`config.mk`:
```
export PLATFORM = sky130hd
export DESIGN_NAME = bcd_updown_counter_flat
export DESIGN_NICKNAME = d
export VERILOG_FILES = /design/src/rtl/bcd_updown_counter_if.sv /design/src/rtl/bcd_updown_counter.sv /design/src/flat_wrapper.sv
export SDC_FILE = /design/constraint.sdc
export NUM_CORES = 1
export LEC_CHECK = 0
export ABC_AREA = 1
export CAP_MARGIN = 10
export CORE_UTILIZATION = 35
export DETAILED_ROUTE_END_ITERATION = 8
export GPL_ROUTABILITY_DRIVEN = 0
export MAX_ROUTING_LAYER = met4
export PLACE_DENSITY_LB_ADDON = 0.08
export SYNTH_ARGS = -nofsm -noshare
export SYNTH_HDL_FRONTEND = slang
export SYNTH_SLANG_ARGS = --single-unit
```
`constraint.sdc`:
```
create_clock -name clk1 -period 1.4 [get_ports clk1]
set_input_delay 0.14 -clock clk1 [delete_from_list [all_inputs] [get_ports clk1]]
set_output_delay 0.14 -clock clk1 [all_outputs]
set_load 0.02 [all_outputs]
```
`src/rtl/bcd_updown_counter_if.sv`:
```
// Control and count bus for the packed-BCD up/down counter.
// The master drives count/load requests; the slave (counter) returns count and flags.
interface bcd_updown_counter_if #(
  parameter int unsigned NUM_DIGITS = 2
);
  logic                    en;
  logic                    up_dn;
  logic                    load;
  logic [4*NUM_DIGITS-1:0] load_val;
  logic [4*NUM_DIGITS-1:0] digits_out;
  logic                    tc;
  logic                    load_err;

  modport master (
    output en, up_dn, load, load_val,
    input  digits_out, tc, load_err
  );

  modport slave (
    input  en, up_dn, load, load_val,
    output digits_out, tc, load_err
  );
endinterface

```
`src/rtl/bcd_updown_counter.sv`:
```
// Multi-digit packed-BCD up/down counter with validated load, wrap/saturate bounds and
// a one-cycle terminal-count flag. All outputs registered; synchronous active-low reset.
module bcd_updown_counter #(
  parameter int unsigned NUM_DIGITS = 2,
  parameter bit          WRAP       = 1'b1
) (
  input  logic                 clk1,
  input  logic                 rst_n,
  bcd_updown_counter_if.slave  bus_io
);

  localparam int unsigned W = 4 * NUM_DIGITS;

  logic [W-1:0] cnt_q, cnt_d;
  logic         tc_q, tc_d;
  logic         err_q, err_d;

  logic [W-1:0] stepped;
  logic [3:0]   dig;
  logic         carry;
  logic         all9, all0, load_ok, at_bound;

  // Digit-serial ripple; stepped is the wrapped result, so it doubles as the WRAP=1 bound value.
  always_comb begin
    stepped = '0;
    dig     = 4'd0;
    carry   = 1'b1;
    all9    = 1'b1;
    all0    = 1'b1;
    load_ok = 1'b1;
    for (int i = 0; i < int'(NUM_DIGITS); i++) begin
      dig = cnt_q[4*i +: 4];
      if (dig > 4'd9) dig = 4'd0;
      if (dig != 4'd9) all9 = 1'b0;
      if (dig != 4'd0) all0 = 1'b0;
      if (bus_io.load_val[4*i +: 4] > 4'd9) load_ok = 1'b0;
      if (!carry) begin
        stepped[4*i +: 4] = dig;
      end else if (bus_io.up_dn) begin
        if (dig == 4'd9) begin
          stepped[4*i +: 4] = 4'd0;
        end else begin
          stepped[4*i +: 4] = dig + 4'd1;
          carry             = 1'b0;
        end
      end else begin
        if (dig == 4'd0) begin
          stepped[4*i +: 4] = 4'd9;
        end else begin
          stepped[4*i +: 4] = dig - 4'd1;
          carry             = 1'b0;
        end
      end
    end
  end

  assign at_bound = bus_io.up_dn ? all9 : all0;

  always_comb begin
    cnt_d = cnt_q;
    tc_d  = 1'b0;
    err_d = 1'b0;
    if (bus_io.load) begin
      if (load_ok) cnt_d = bus_io.load_val;
      else         err_d = 1'b1;
    end else if (bus_io.en) begin
      if (at_bound) begin
        tc_d = 1'b1;
        if (WRAP) cnt_d = stepped;
      end else begin
        cnt_d = stepped;
      end
    end
  end

  always_ff @(posedge clk1) begin
    if (!rst_n) begin
      cnt_q <= '0;
      tc_q  <= 1'b0;
      err_q <= 1'b0;
    end else begin
      cnt_q <= cnt_d;
      tc_q  <= tc_d;
      err_q <= err_d;
    end
  end

  assign bus_io.digits_out = cnt_q;
  assign bus_io.tc         = tc_q;
  assign bus_io.load_err   = err_q;

endmodule

```
`src/flat_wrapper.sv`:
```
// flat-port wrapper written by rule: the top's interface ports become plain ports
module bcd_updown_counter_flat 
#(
  parameter int unsigned NUM_DIGITS = 2,
  parameter bit          WRAP       = 1'b1
)
  (clk1, rst_n, bus_io_en, bus_io_up_dn, bus_io_load, bus_io_load_val, bus_io_digits_out, bus_io_tc, bus_io_load_err);
  bcd_updown_counter_if #(.NUM_DIGITS(NUM_DIGITS)) bus_io_i ();
  input  logic clk1;
  input  logic rst_n;
  input wire logic [$bits(bus_io_i.en)-1:0] bus_io_en;
  input wire logic [$bits(bus_io_i.up_dn)-1:0] bus_io_up_dn;
  input wire logic [$bits(bus_io_i.load)-1:0] bus_io_load;
  input wire logic [$bits(bus_io_i.load_val)-1:0] bus_io_load_val;
  output wire logic [$bits(bus_io_i.digits_out)-1:0] bus_io_digits_out;
  output wire logic [$bits(bus_io_i.tc)-1:0] bus_io_tc;
  output wire logic [$bits(bus_io_i.load_err)-1:0] bus_io_load_err;
  assign bus_io_i.en = bus_io_en;
  assign bus_io_i.up_dn = bus_io_up_dn;
  assign bus_io_i.load = bus_io_load;
  assign bus_io_i.load_val = bus_io_load_val;
  assign bus_io_digits_out = bus_io_i.digits_out;
  assign bus_io_tc = bus_io_i.tc;
  assign bus_io_load_err = bus_io_i.load_err;
  bcd_updown_counter #(.NUM_DIGITS(NUM_DIGITS), .WRAP(WRAP)) u_core (.clk1(clk1), .rst_n(rst_n), .bus_io(bus_io_i));
endmodule
```
==> out/summary.txt, run 1 <==
status - complete, no violations
skew final - 0.00196 ns
clk buf depth - 2
path type of the worst setup path - reg2out
DRT antenna net count - 0
Worst Hold Class - in2reg
fin. max-slew vios - 0
Initial DRC Count - 21
pwr dens - 820 nW/um2
Wirelength per Cell - 11.7 um
Vias/cell - 5.05
Die Height - 51.2 um
hold path startpoint - bus_io_load_val[4]
Initial Utilization - 37.6%
nets@finish - 203
Die Area - 2620 um2
Slowest-stage cell, CP - clkdlybuf4s50_1
GRT Residual Overflow - 0
root buf cell - clkbuf_4
Routed WL - 2540 um
reg2reg path depth - 8
Core ar. - 2250 um2
crit end category - primary output
GR Util All Layers - 19.7%
net count after synthesis - 163
Data arrival, critical path - 1.19 ns
TritonCTS buffer count - 3
ANT cells - 0
placed cells - 212
CP required - 1.26 ns
Worst Tran Pin Value - 0.257 ns
YS warnings - 0
Mapped Cells - 150
CP Depth - 1
H-tree depth - 1
Max-slew headroom - 82.8%
Pre-antenna DRT Iters - 4
# Max-Cap Violations - 0
TritonCTS clock tree - built
RSZ-0062 raised after global routing - yes
Core Rows - 17
layout cells sized above 1 - 25.4%
number of global-route vias before repair - 913
# DRC - 0
buffers plus inverters on the worst setup path - 1
Peak VDD IR - 0.652 mV
Worst-Skew Late Latency - 0.26 ns
largest net degree at the start of global routing - 12
flops & latches, synth - 10
Synth cell types - 23
chip width - 51.2 um
r2r setup slk - 0.07 ns
Hold Path Sink - u_core.bus_io.digits_out[4]
# port buffers - 22
initial antenna violation count - 0
Max FO, Critical Path - 1
Clock Sinks - 10
commonest non-fill, non-tap cell in the layout - nand2_1
leakage - 0.000606 uW
first-pass GRT wire length - 3750 um
Mapped Avg Cell Area - 5.65 um2
commonest cells after routing, fill and taps aside - 47 x nand2_1, 15 x buf_4, 14 x inv_1, 14 x nor2_1, 14 x clkdlybuf4s50_1
CP Cell Sequence - clkdlybuf4s50_1
Via Count - 1096
Layout area overhead - 52.7%
IO Pins - 23
startpoint types - register
FMAX - 749 MHz
final setup fails - 0
WHS Path Cells - 3
register area share after synthesis - 23.6%
final std cells w/o fill - 217
Final Core Density - 57.4%
launch point of the worst reg-to-reg path - u_core.bus_io.digits_out[2]
Final Cycle Share - 95.3%
detailed-placement wirelength estimate - 1990 um
Max stage delay on crit path - 0.62 ns
mapped cell area - 847 um2
Top delay family on crit path - buffers and inverters
r2r endpoint - u_core.bus_io.digits_out[3]
Clock transition at path regs - 0.07 ns
Fin. Hold Viols - 0
min Tclk post-route - 1.33 ns
## cells by family after synthesis
logic type             count (synthesis)  synth area share [%]
buffers and inverters                 18                  8.12
and+or+nand+nor                       90                  47.3
DFF                                   10                  23.6
AOI/OAI and AO/OA                     32                  21.0
## synthesized netlist by cell type
cell	number	share of area [%]
nand2_2	3	2.2
clkbuf_2	1	0.59
nand3_1	9	5.3
a31oi_1	1	0.74
inv_2	2	0.89
inv_1	14	6.2
nand4_1	4	3.0
clkbuf_1	1	0.44
nand4_2	1	1.5
nor2_4	1	1.3
nand3_2	1	1.2
o21ai_2	1	1.0
o22ai_1	1	0.74
nor2_1	19	8.4
nand2_1	47	21
nor3_1	2	1.2
nand3b_1	1	0.89
nor2_2	2	1.5
a21oi_1	10	5.9
o21ai_0	14	8.3
a21oi_2	3	3.1
o21ai_1	2	1.2
dfxtp_1	10	24
## report_power, final
part	total (uW)	switching, uW	internal, uW
clock	260	102	158
sequential	355	42.1	313
combinational	446	253	194
## repair_timing
item                       in CTS  in global routing
buffers inserted                0                  1
setup endpoints to repair       9                  8
pin swaps                       0                  6
resized for setup               8                 26
hold buffers                    0                  0
## final cells by class
| class | count | area (um2) |
|---|---|---|
| multi-input cells | 122 | 627 |
| clock buffers | 4 | 36.3 |
| fillers | 234 | 961 |
| inverters | 16 | 60.1 |
| repair buffers | 37 | 323 |
| well taps | 28 | 35.0 |
| flip-flops and latches | 10 | 213 |
## routing by layer
layer	wire [um]	GRT usage, %	vias to the layer above
met3	116	1.49	2
met2	1200	31.4	39
met1	1210	25.7	481
met4	9	8.33	0
li1	-	-	574
met5	0	-	-
## registers in the layout, summed over array words and instances (netlist names)
signal,count
u_core.bus_io.load_err,1
u_core.bus_io.digits_out,8
u_core.bus_io.tc,1
## how the worst max path moves through the flow
stage	startpoint	endpoint	slack, ns
finish	u_core.bus_io.tc	bus_io_tc	0.07
global route	u_core.bus_io.digits_out[2]	u_core.bus_io.digits_out[7]	-0.01
CTS	u_core.bus_io.digits_out[7]	u_core.bus_io.digits_out[7]	0.003
detailed placement	bus_io_load_val[6]	u_core.bus_io.digits_out[6]	-0.13
global placement	bus_io_load_val[6]	u_core.bus_io.digits_out[6]	-0.08
floorplan	u_core.bus_io.digits_out[1]	u_core.bus_io.digits_out[7]	0.02
## worst min-delay path: cells and delay by family
kind,cells,cell delay (ns)
compound gates,2,0.19
buf+inv,1,0.42
## stage by stage
step	hold slack, ns	TNS, ns	cell area [um2]	power, uW	setup slack [ns]
floorplan	0.278	0	847	592	0.0157
global placement	0.542	-0.382	1200	766	-0.0781
detailed placement	0.554	-0.506	1200	772	-0.134
CTS	0.521	0	1220	1020	0.00275
global route	0.544	-0.0137	1290	1130	-0.0137
finish	0.519	0	1290	1060	0.0653
Note: power is estimated with default switching activity, not from simulation.
==> run 2, diff against run 1 <==
--- a/config.mk
+++ b/config.mk
@@ -10,6 +10,7 @@
 export CORE_UTILIZATION = 35
 export DETAILED_ROUTE_END_ITERATION = 8
 export GPL_ROUTABILITY_DRIVEN = 0
+export HOLD_SLACK_MARGIN = 0.03
 export MAX_ROUTING_LAYER = met4
 export PLACE_DENSITY_LB_ADDON = 0.08
 export SYNTH_ARGS = -nofsm -noshare
==> results of run 2 <==
No change in the layout: final DEF, timing and power equal those of run 1.
==> run 3, diff against run 2 <==
==> constraint.sdc (replaced) <==
create_clock -name clk1 -period 1.4 [get_ports clk1]
set_input_delay 0.42 -clock clk1 [delete_from_list [all_inputs] [get_ports clk1]]
set_output_delay 0.42 -clock clk1 [all_outputs]
set_load 0.02 [all_outputs]
==> run 3 against run 2 <==
  * The run now ends with setup timing left
  * Count of clock-buffer cells in the layout fell by 1
  * Worst hold slack gained 0.0011 ns
  * Critical path depth grew 8
  * Critical path type is now reg2reg
  * Critical endpoint is now u_core.bus_io.digits_out[1]
  * Highest routed layer unchanged
==> out/summary.txt, run 3 (same netlist as run 1, synthesis figures left out) <==
pwr dens - 738 nW/um2 (was 820 nW/um2)
FMAX - 689 MHz (was 749 MHz)
first-pass GRT wire length - 4380 um (was 3750 um)
RSZ-0062 raised after global routing - yes (unchanged)
commonest cells after routing, fill and taps aside - 37 x nand2_1, 17 x buf_4 (was 47 x nand2_1, 15 x buf_4, 14 x inv_1, 14 x nor2_1, 14 x clkdlybuf4s50_1)
r2r setup slk - -0.05 ns (was 0.07 ns)
crit path capture - u_core.bus_io.digits_out[1] (was bus_io_tc)
max FFs per register - 8 (unchanged)
Max stage delay on crit path - 0.32 ns (was 0.62 ns)
placed cells - 219 (was 212)
IO Pins - 23 (unchanged)
path type of the worst setup path - reg2reg (was reg2out)
min Tclk post-route - 1.45 ns (was 1.33 ns)
CP required - 1.59 ns (was 1.26 ns)
Layout area overhead - 74.6% (was 52.7%)
Core ar. - 2250 um2 (unchanged)
Vias/cell - 5.04 (was 5.05)
Worst-Skew Late Latency - 0.26 ns (about the same)
r2r endpoint - u_core.bus_io.digits_out[1] (was u_core.bus_io.digits_out[3])
root buf cell - clkbuf_4 (unchanged)
ANT cells - 0 (unchanged)
Initial Utilization - 37.6% (unchanged)
Core Rows - 17 (unchanged)
Final Cycle Share - 104% (was 95.3%)
Sw Ratio - 40.1% (was 37.4%)
initial antenna violation count - 0 (unchanged)
crit end category - register (was primary output)
commonest non-fill, non-tap cell in the layout - nand2_1 (unchanged)
# Max-Cap Violations - 0 (unchanged)
leakage - 0.000719 uW (was 0.000606 uW)
Clock Sinks - 10 (unchanged)
H-tree depth - 1 (unchanged)
hold_buf cts - 0 (unchanged)
area of the multi-input gates - 716 um2 (was 627 um2)
GR Util All Layers - 22.4% (was 19.7%)
Clock power frac - 17.4% (was 24.5%)
largest net degree at the start of global routing - 12 (unchanged)
Clock transition at path regs - 0.06 ns (was 0.07 ns)
final std cells w/o fill - 226 (was 217)
fin. max-slew vios - 0 (unchanged)
TritonCTS clock tree - built (unchanged)
DRT antenna net count - 0 (unchanged)
Seq pwr share - 30.2% (was 33.4%)
Wirelength per Cell - 12.6 um (was 11.7 um)
number of global-route vias before repair - 1040 (was 913)
Peak VDD IR - 0.590 mV (was 0.652 mV)
Die Height - 51.2 um (unchanged)
launch point of the worst reg-to-reg path - u_core.bus_io.digits_out[2] (unchanged)
Comb power frac - 52.4% (was 42.1%)
final setup fails - 2 (was 0)
Die Area - 2620 um2 (unchanged)
PnR worst setup slack - -0.0510 ns (was 0.0653 ns)
Via Count - 1139 (was 1096)
post-layout instance area - 1480 um2 (was 1290 um2)
TritonCTS buffer count - 3 (unchanged)
CP Depth - 9 (was 1)
Setup crit start - u_core.bus_io.digits_out[2] (was u_core.bus_io.tc)
Top delay family on crit path - compound AO/OA/AOI/OAI gates (was buffers and inverters)
Fillers - 220 (was 234)
Storage cell area - 208 um2 (was 213 um2)
most frequent CP cell - buf_6
Pre-antenna DRT Iters - 4 (unchanged)
Initial DRC Count - 27 (was 21)
# DRC - 0 (unchanged)
Fin. Hold Viols - 0 (unchanged)
Max FO, Critical Path - 6 (was 1)
Int Pwr - 653 uW (was 664 uW)
detailed-placement wirelength estimate - 1950 um (was 1990 um)
Worst Hold Class - reg2reg (was in2reg)
Max-slew headroom - 82.5% (was 82.8%)
# port buffers - 22 (unchanged)
hold path startpoint - u_core.bus_io.digits_out[6] (was bus_io_load_val[4])
Data arrival, critical path - 1.65 ns (was 1.19 ns)
reg2reg path depth - 9 (was 8)
Worst Tran Pin Value - 0.260 ns (was 0.257 ns)
Slowest-stage cell, CP - dfxtp_2 (was clkdlybuf4s50_1)
clk buf depth - 2 (unchanged)
chip width - 51.2 um (unchanged)
skew final - 0.000650 ns (was 0.00196 ns)
buffers plus inverters on the worst setup path - 2 (was 1)
layout cells sized above 1 - 41.9% (was 25.4%)
GRT Residual Overflow - 0 (unchanged)
CP Cell Sequence - buf_6 -> nor2_4 -> nand2_4 -> buf_6 -> nand2_2 -> o21ai_1 -> a21oi_1 -> o22ai_1 -> a21oi_2 (was clkdlybuf4s50_1)
Routed WL - 2850 um (was 2540 um)
Psw - 438 uW (was 397 uW)
status - finished with violations (was complete, no violations)
nets@finish - 213 (was 203)
failing checks - setup timing
startpoint types - register (unchanged)
placed inst area - 1250 um2 (was 1200 um2)
-- run 3: per-stage QoR --
stage               hold slack, ns  util, %  setup TNS, ns  power (uW)  setup slack (ns)
detailed placement           0.525     55.5          -3.12         792            -0.375
CTS                          0.512     58.0       -0.00642         997          -0.00642
finish                       0.520     65.6        -0.0593        1090           -0.0510
global route                 0.548     65.6         -0.483        1170           -0.0965
global placement             0.520     55.5          -3.15         787            -0.376
floorplan                    0.558        -              0         592            0.0157
-- run 3: repair_timing --
action	CTS	global route
endpoints found under the setup margin	18	9
buffers inserted	0	3
endpoints found under the hold margin	0	0
cloned	0	1
pin swaps	3	22
resized for setup	34	56
-- run 3: worst min path at each step --
stage,end,slack (ns),cells past startpoint
CTS,u_core.bus_io.digits_out[6],0.51,2
finish,u_core.bus_io.digits_out[6],0.52,2
floorplan,u_core.bus_io.digits_out[0],0.56,2
detailed placement,u_core.bus_io.digits_out[6],0.52,2
global route,u_core.bus_io.digits_out[3],0.55,3
global placement,u_core.bus_io.digits_out[6],0.52,2
-- run 3: final cells by class --
type,count,area share (%)
Multi-Input combinational cell,122,48.4
Sequential cell,10,14.0
Timing Repair Buffer,46,29.1
Inverter,16,4.06
Tap cell,28,2.37
Clock buffer,3,1.52
Timing Repair inverter,1,0.508
-- run 3: metal layers --
layer	part of all wire, %	track usage [%]	vias to the layer above
li1	-	-	592
met1	47	30.1	526
met2	50	36.2	17
met3	2.6	0.893	4
met4	0.77	6.94	0
met5	0	-	-
-- run 3: worst min-delay path, stage by stage, from the launching register on --
cell and delay (ns):
dfxtp_2 0.34, nand2_1 0.09, a21oi_2 0.05
-- run 3: power groups by stage --
stage / logic [uW] / registers, uW / clock network (uW)
2_1_floorplan: 221 / 370 / 0
3_3_place_gp: 457 / 330 / 0
3_5_place_dp: 460 / 332 / 0
4_1_cts: 472 / 328 / 197
5_1_grt: 622 / 333 / 211
6_report: 572 / 330 / 189
